**src/rtl/gpio_pkg.sv**
```systemverilog
// gpio_pkg: register offsets, register-select type and decode/byte-lane helpers for gpio_regfile.
package gpio_pkg;

    localparam logic [7:0] GPIO_DATA_OUT_OFS   = 8'h00;
    localparam logic [7:0] GPIO_DIR_OFS        = 8'h04;
    localparam logic [7:0] GPIO_DATA_IN_OFS    = 8'h08;
    localparam logic [7:0] GPIO_INT_EN_OFS     = 8'h0C;
    localparam logic [7:0] GPIO_INT_TYPE_OFS   = 8'h10;
    localparam logic [7:0] GPIO_INT_POL_OFS    = 8'h14;
    localparam logic [7:0] GPIO_INT_STATUS_OFS = 8'h18;

    typedef enum logic [2:0] {
        RegDataOut,
        RegDir,
        RegDataIn,
        RegIntEn,
        RegIntType,
        RegIntPol,
        RegIntStatus,
        RegNone
    } gpio_reg_e;

    // Interrupt offsets only decode when the interrupt block is built in.
    function automatic gpio_reg_e decode_reg(input logic [7:0] ofs, input logic has_int);
        gpio_reg_e sel;
        sel = RegNone;
        case (ofs)
            GPIO_DATA_OUT_OFS:   sel = RegDataOut;
            GPIO_DIR_OFS:        sel = RegDir;
            GPIO_DATA_IN_OFS:    sel = RegDataIn;
            GPIO_INT_EN_OFS:     if (has_int) sel = RegIntEn;
            GPIO_INT_TYPE_OFS:   if (has_int) sel = RegIntType;
            GPIO_INT_POL_OFS:    if (has_int) sel = RegIntPol;
            GPIO_INT_STATUS_OFS: if (has_int) sel = RegIntStatus;
            default:             sel = RegNone;
        endcase
        return sel;
    endfunction

    function automatic logic [7:0] lane_mask(input logic en);
        return {8{en}};
    endfunction

endpackage

```
**src/rtl/gpio_sync.sv**
```systemverilog
// gpio_sync: parameterized-width two-flop synchronizer with asynchronous active-low reset.
module gpio_sync #(
    parameter int unsigned WIDTH = 32
) (
    input  logic             clk,
    input  logic             rst_n,
    input  logic [WIDTH-1:0] d,
    output logic [WIDTH-1:0] q
);

    logic [WIDTH-1:0] meta_q;
    logic [WIDTH-1:0] sync_q;

    always_ff @(posedge clk or negedge rst_n) begin
        if (!rst_n) begin
            meta_q <= '0;
            sync_q <= '0;
        end else begin
            meta_q <= d;
            sync_q <= meta_q;
        end
    end

    assign q = sync_q;

endmodule

```
**src/rtl/gpio_regfile.sv**
```systemverilog
// gpio_regfile: GPIO register bank, pad drive, input synchronizer and interrupt logic.
// Interrupt registers, edge/level detection and irq exist only when GPIO_INT_EN is defined.
`ifndef DATA_WIDTH
`define DATA_WIDTH 32
`endif
`ifndef ADDR_WIDTH
`define ADDR_WIDTH 32
`endif

module gpio_regfile
    import gpio_pkg::*;
#(
    parameter int unsigned DATA_WIDTH = `DATA_WIDTH,
    parameter int unsigned ADDR_WIDTH = `ADDR_WIDTH
) (
    input  logic                    PCLK,
    input  logic                    PRESETn,
    input  logic                    gpio_wr_en,
    input  logic                    gpio_rd_en,
    input  logic [ADDR_WIDTH-1:0]   gpio_reg_addr,
    input  logic [DATA_WIDTH-1:0]   gpio_wdata,
    input  logic [DATA_WIDTH/8-1:0] gpio_strb,
    output logic [DATA_WIDTH-1:0]   gpio_rdata,
    output logic                    gpio_error,
    input  logic [DATA_WIDTH-1:0]   gpio_in,
    output logic [DATA_WIDTH-1:0]   gpio_out,
    output logic [DATA_WIDTH-1:0]   gpio_oe,
    output logic                    irq
);

`ifdef GPIO_INT_EN
    localparam logic HasInt = 1'b1;
`else
    localparam logic HasInt = 1'b0;
`endif
    localparam int unsigned NumBytes = DATA_WIDTH / 8;

    logic [7:0]            ofs;
    gpio_reg_e             sel;
    logic                  bad_access;
    logic                  wr_ok;
    logic [DATA_WIDTH-1:0] bmask;
    logic [DATA_WIDTH-1:0] data_in;
    logic [DATA_WIDTH-1:0] data_out_q;
    logic [DATA_WIDTH-1:0] dir_q;
    logic [DATA_WIDTH-1:0] rd_val;
    logic                  unused_addr;

    assign ofs         = gpio_reg_addr[7:0];
    assign unused_addr = ^gpio_reg_addr[ADDR_WIDTH-1:8];
    assign sel         = decode_reg(ofs, HasInt);

    // A simultaneous read+write is a write, so DATA_IN must also reject it.
    assign bad_access = (ofs[1:0] != 2'b00) || (sel == RegNone) ||
                        (gpio_wr_en && (sel == RegDataIn));
    assign gpio_error = (gpio_wr_en | gpio_rd_en) & bad_access;
    assign wr_ok      = gpio_wr_en & ~bad_access;

    for (genvar b = 0; b < NumBytes; b++) begin : g_bmask
        assign bmask[8*b +: 8] = lane_mask(gpio_strb[b]);
    end

    gpio_sync #(
        .WIDTH (DATA_WIDTH)
    ) u_sync (
        .clk   (PCLK),
        .rst_n (PRESETn),
        .d     (gpio_in),
        .q     (data_in)
    );

    always_ff @(posedge PCLK or negedge PRESETn) begin
        if (!PRESETn) begin
            data_out_q <= '0;
            dir_q      <= '0;
        end else if (wr_ok) begin
            if (sel == RegDataOut) data_out_q <= (data_out_q & ~bmask) | (gpio_wdata & bmask);
            if (sel == RegDir)     dir_q      <= (dir_q & ~bmask) | (gpio_wdata & bmask);
        end
    end

    assign gpio_out = data_out_q;
    assign gpio_oe  = dir_q;

`ifdef GPIO_INT_EN
    logic [DATA_WIDTH-1:0] int_en_q;
    logic [DATA_WIDTH-1:0] int_type_q;
    logic [DATA_WIDTH-1:0] int_pol_q;
    logic [DATA_WIDTH-1:0] int_status_q;
    logic [DATA_WIDTH-1:0] prev_q;
    logic [DATA_WIDTH-1:0] raw_set;
    logic [DATA_WIDTH-1:0] w1c;

    always_comb begin
        raw_set = (int_type_q & ((int_pol_q & data_in & ~prev_q) |
                                 (~int_pol_q & ~data_in & prev_q))) |
                  (~int_type_q & ~(data_in ^ int_pol_q));
    end

    assign w1c = (wr_ok && (sel == RegIntStatus)) ? (gpio_wdata & bmask) : '0;

    always_ff @(posedge PCLK or negedge PRESETn) begin
        if (!PRESETn) begin
            int_en_q     <= '0;
            int_type_q   <= '0;
            int_pol_q    <= '0;
            int_status_q <= '0;
            prev_q       <= '0;
        end else begin
            prev_q       <= data_in;
            // Set has priority over a same-cycle W1C of the same bit.
            int_status_q <= (int_status_q & ~w1c) | raw_set;
            if (wr_ok) begin
                if (sel == RegIntEn)   int_en_q   <= (int_en_q & ~bmask) | (gpio_wdata & bmask);
                if (sel == RegIntType) int_type_q <= (int_type_q & ~bmask) | (gpio_wdata & bmask);
                if (sel == RegIntPol)  int_pol_q  <= (int_pol_q & ~bmask) | (gpio_wdata & bmask);
            end
        end
    end

    assign irq = |(int_status_q & int_en_q);
`else
    assign irq = 1'b0;
`endif

    always_comb begin
        rd_val = '0;
        case (sel)
            RegDataOut:   rd_val = data_out_q;
            RegDir:       rd_val = dir_q;
            RegDataIn:    rd_val = data_in;
`ifdef GPIO_INT_EN
            RegIntEn:     rd_val = int_en_q;
            RegIntType:   rd_val = int_type_q;
            RegIntPol:    rd_val = int_pol_q;
            RegIntStatus: rd_val = int_status_q;
`endif
            default:      rd_val = '0;
        endcase
    end

    assign gpio_rdata = (gpio_rd_en && !bad_access) ? rd_val : '0;

endmodule
```
**config.mk**
```make
export PLATFORM = sky130hd
export DESIGN_NAME = gpio_regfile
export DESIGN_NICKNAME = d
export VERILOG_FILES = /design/src/rtl/gpio_pkg.sv /design/src/rtl/gpio_sync.sv /design/src/rtl/gpio_regfile.sv
export SDC_FILE = /design/constraint.sdc
export NUM_CORES = 1
export LEC_CHECK = 0
export CAP_MARGIN = 15
export CORE_MARGIN = 2
export CORE_UTILIZATION = 40
export CTS_CLUSTER_SIZE = 24
export DETAILED_ROUTE_END_ITERATION = 8
export PLACE_DENSITY = 0.76
export RECOVER_POWER = 100
export SYNTH_ARGS = -nofsm -noshare
export SYNTH_HDL_FRONTEND = slang
export SYNTH_HIERARCHICAL = 1
export SYNTH_SLANG_ARGS = --single-unit
```
**constraint.sdc**
```tcl
create_clock -name PCLK -period 4.8 [get_ports PCLK]
set_input_delay 1.2 -clock PCLK [delete_from_list [all_inputs] [get_ports PCLK]]
set_output_delay 1.2 -clock PCLK [all_outputs]
set_load 0.05 [all_outputs]
```
==> flow_summary.json <==
{
  "clkPwrFrac_pct": 50.9,
  "vdd_ir_drop_max_mv": 0.233,
  "die_h_um": 114,
  "place_ws_ns": -0.437,
  "grt_pass1_vias": 4135,
  "holdPathEnd": "u_sync/q[12]",
  "cp_cell_sequence": "buf_6, nor4_4, buf_4, buf_6, nand4b_1, ha_4, or4_4, nand4_1, buf_6, buf_12, buf_12, a21oi_4, buf_12",
  "critPathMaxStageDelay_ns": 0.52,
  "synthXorXnorAreaFrac_pct": 0.179,
  "cap_violations": 1,
  "htree_num_levels": 4,
  "antenna_cells": 0,
  "violations": "max-capacitance violations, max-slew violations, negative setup slack",
  "place_congestion": 0.769,
  "grt_use_total_pct": 24.3,
  "first_iter_violations": 192,
  "cts_num_sinks": 128,
  "drive_gt1_share_pct": 43.8,
  "postLayoutSetupSlackWorst_ns": -0.00549,
  "cts_tree": "built",
  "root_buffer": "clkbuf_16",
  "die_w_um": 114,
  "drt-total-wl_um": 15300,
  "hp-start": "u_sync/meta_q[12]",
  "critPathKind": "in -> out",
  "detail-route-antenna-nets": 0,
  "sequentialPowerShare_pct": 43.2,
  "hold_path_depth": 0,
  "synth_top_family_by_area": "multiplexers",
  "powerDensity_mw_per_mm2": 306,
  "antenna_found_initial": 0,
  "cp_data_required_time_ns": 3.60,
  "power.share.switching_pct": 21.6,
  "dr.pass1.iters": 4,
  "area_growth_pct": 75.2,
  "row_count": 40,
  "end_kind": "output port",
  "port_buffers": 176,
  "synth_mux_area_share_pct": 14.8,
  "die_area_mm2": 0.0131,
  "fin_tns_setup_ns": -0.0135,
  "overflow": 0,
  "r2r_slack_ns": 3.98,
  "dp_hpwl_um": 9780,
  "power.share.combinational_pct": 6.0,
  "tightest_slew_ns": 1.85,
  "cts_made_buffers": 17,
  "num_vias": 3820,
  "drc_errors": 0,
  "synthAdderAreaFrac_pct": 0.769,
  "hp-class": "reg -> reg",
  "status": "finished with violations",
  "synth_cells": 346,
  "start_util_pct": 40.8,
  "core_area_mm2": 0.0120,
  "syn_avg_cell_area_um2": 14.1,
  "yosysUniqueCellTypes": 25,
  "cts.reportedPaths.clkPinSlew_ns": 0.06,
  "clk_latency_ns": 0.40,
  "period_needed_ns": 4.81,
  "drv_slew": 77,
  "synth-compound-area-share_pct": 13.2,
  "fin_nets": 659,
  "grt_max_degree": 77,
  "placed_area_mm2": 0.00740,
  "rsz0062_at_grt": "true",
  "cts_max_path_buffers": 2,
  "wire_per_inst_um": 21.5,
  "max_freq_mhz": 208,
  "synth.cell_area_mm2": 0.00488,
  "reg2reg_depth": 1,
  "fin_crit_sh_pct": 100,
  "hold_violations": 0,
  "syn_nets": 453,
  "cp_max_fo": 7,
  "grt_first_pass_wirelength_um": 23500,
  "yosysSeqAreaShare_pct": 65.6,
  "crit_slowest_cell": "or4_4",
  "start_kind": "primary input",
  "stdcell_area_mm2": 0.00855,
  "power_switching_mw": 0.566,
  "yosys.area_share.simple_pct": 3.00,
  "via_per_inst": 5.37,
  "yosys_warnings": 6,
  "p_leak_nw": 3.83,
  "setup_viol": 7,
  "relSlewSlack_pct": -23.2,
  "internal_power_mw": 2.05,
  "crit_arrival_ns": 3.61,
  "finClkSkew_ns": 0.00547,
  "ys_ff_latch": 128,
  "ios": 202
}
==> Yosys cell counts (all sizes together) <==
| master | instances | share of area [%] |
|---|---|---|
| mux2 | 64 | 15 |
| a21oi | 34 | 3.5 |
| and2 | 1 | 0.13 |
| a22oi | 32 | 4.9 |
| nor2 | 3 | 0.23 |
| nor4 | 2 | 0.38 |
| nand4 | 5 | 1.2 |
| nand4b | 1 | 0.18 |
| dfrtp | 128 | 66 |
| nand2 | 3 | 0.23 |
| or4 | 2 | 0.31 |
| or2 | 1 | 0.13 |
| buf | 5 | 0.77 |
| a31oi | 1 | 0.13 |
| o41ai | 1 | 0.56 |
| xnor2 | 1 | 0.18 |
| nor3b | 1 | 0.26 |
| ha | 3 | 0.77 |
| o211a | 4 | 0.82 |
| conb | 1 | 0.077 |
| o21ai | 32 | 3.3 |
| clkbuf | 20 | 1.5 |
| inv | 1 | 0.077 |
==> cell usage in the layout, fill, tap and decap left out, drive strengths merged <==
master	netlist	routed
and2	1	1
inv	1	4
o211a	4	4
a21oi	34	34
clkbuf	20	26
dlygate4sd3	0	96
dfrtp	128	128
xnor2	1	1
clkinvlp	0	2
ha	3	3
nor2	3	3
or2	1	1
mux2	64	64
nand4b	1	1
nor4	2	2
or4	2	2
bufinv	0	3
nor3b	1	1
clkdlybuf4s50	0	38
a22oi	32	32
conb	1	1
nand2	3	3
dlymetal6s2s	0	4
nand4	5	5
clkinv	0	3
o41ai	1	1
a31oi	1	1
o21ai	32	32
buf	5	68
==> layer usage <==
metal | global-route usage (%) | share of wire, % | up-vias
met3 | 6.14 | 5.4 | 26
met4 | 8.29 | 2.2 | 0
li1 | - | - | 1685
met1 | 30.3 | 40 | 1986
met5 | 0 | 0 | -
met2 | 41.1 | 52 | 123
==> area by class of cell <==
class | count | area [um2]
well taps | 147 | 184
clock buffers | 20 | 467
clock inverters | 11 | 154
inverters | 1 | 3.75
flip-flops and latches | 128 | 3200
fillers | 775 | 3410
multi-input cells | 192 | 2040
repair buffers | 212 | 2500
==> kinds of logic after synthesis <==
kind of cell | count (synthesis)
DFF | 128
AOI/OAI and AO/OA | 104
muxes | 64
buffers and inverters | 26
and+or+nand+nor | 19
adders and majority gates | 3
other | 1
xor gates and xnor gates | 1
==> worst max-delay path, delay by kind of cell <==
kind                       cells  cell delay, ns
buffers and inverters          7            0.94
adders and majority gates      1            0.26
and+or+nand+nor                4            1.14
AOI/OAI and AO/OA              1            0.05
==> power by group through the flow <==
stage               Combinational (mW)  Sequential, mW  Clock (mW)
finish                           0.156            1.13        1.33
global route                     0.167            1.13        1.40
detailed placement               0.159            1.15           0
global placement                 0.156            1.14           0
floorplan                       0.0201            1.16           0
CTS                              0.163            1.13        1.35
==> how the worst max path moves through the flow <==
| stage | start | end | slack, ns | depth (start not counted) |
|---|---|---|---|---|
| CTS | gpio_reg_addr[1] | gpio_rdata[4] | 0.005 | 12 |
| global placement | gpio_reg_addr[5] | gpio_rdata[27] | -0.39 | 12 |
| detailed placement | gpio_reg_addr[5] | gpio_rdata[27] | -0.44 | 12 |
| floorplan | gpio_reg_addr[5] | gpio_rdata[0] | 0.1 | 9 |
| finish | gpio_reg_addr[5] | gpio_rdata[0] | -0.005 | 13 |
| global route | gpio_reg_addr[5] | gpio_rdata[4] | -0.09 | 13 |
==> stage by stage <==
stage	util [%]	hold WS [ns]	power [mW]	std cells
floorplan	-	0.331	1.18	346
global placement	61.9	0.332	1.30	665
detailed placement	61.9	0.335	1.30	665
CTS	71.0	0.344	2.64	710
global route	71.5	0.346	2.70	711
finish	71.5	0.344	2.61	711
==> timing repair <==
item / 4_1_cts / 5_1_grt
hold buffers: 0 / 0
buffers inserted: 10 / 3
endpoints found under the setup margin: 32 / 32
resized for setup: 62 / 29
cloned: 4 / 0
pin swaps: 19 / 10
No activity file was read; power rests on OpenSTA's default activity.
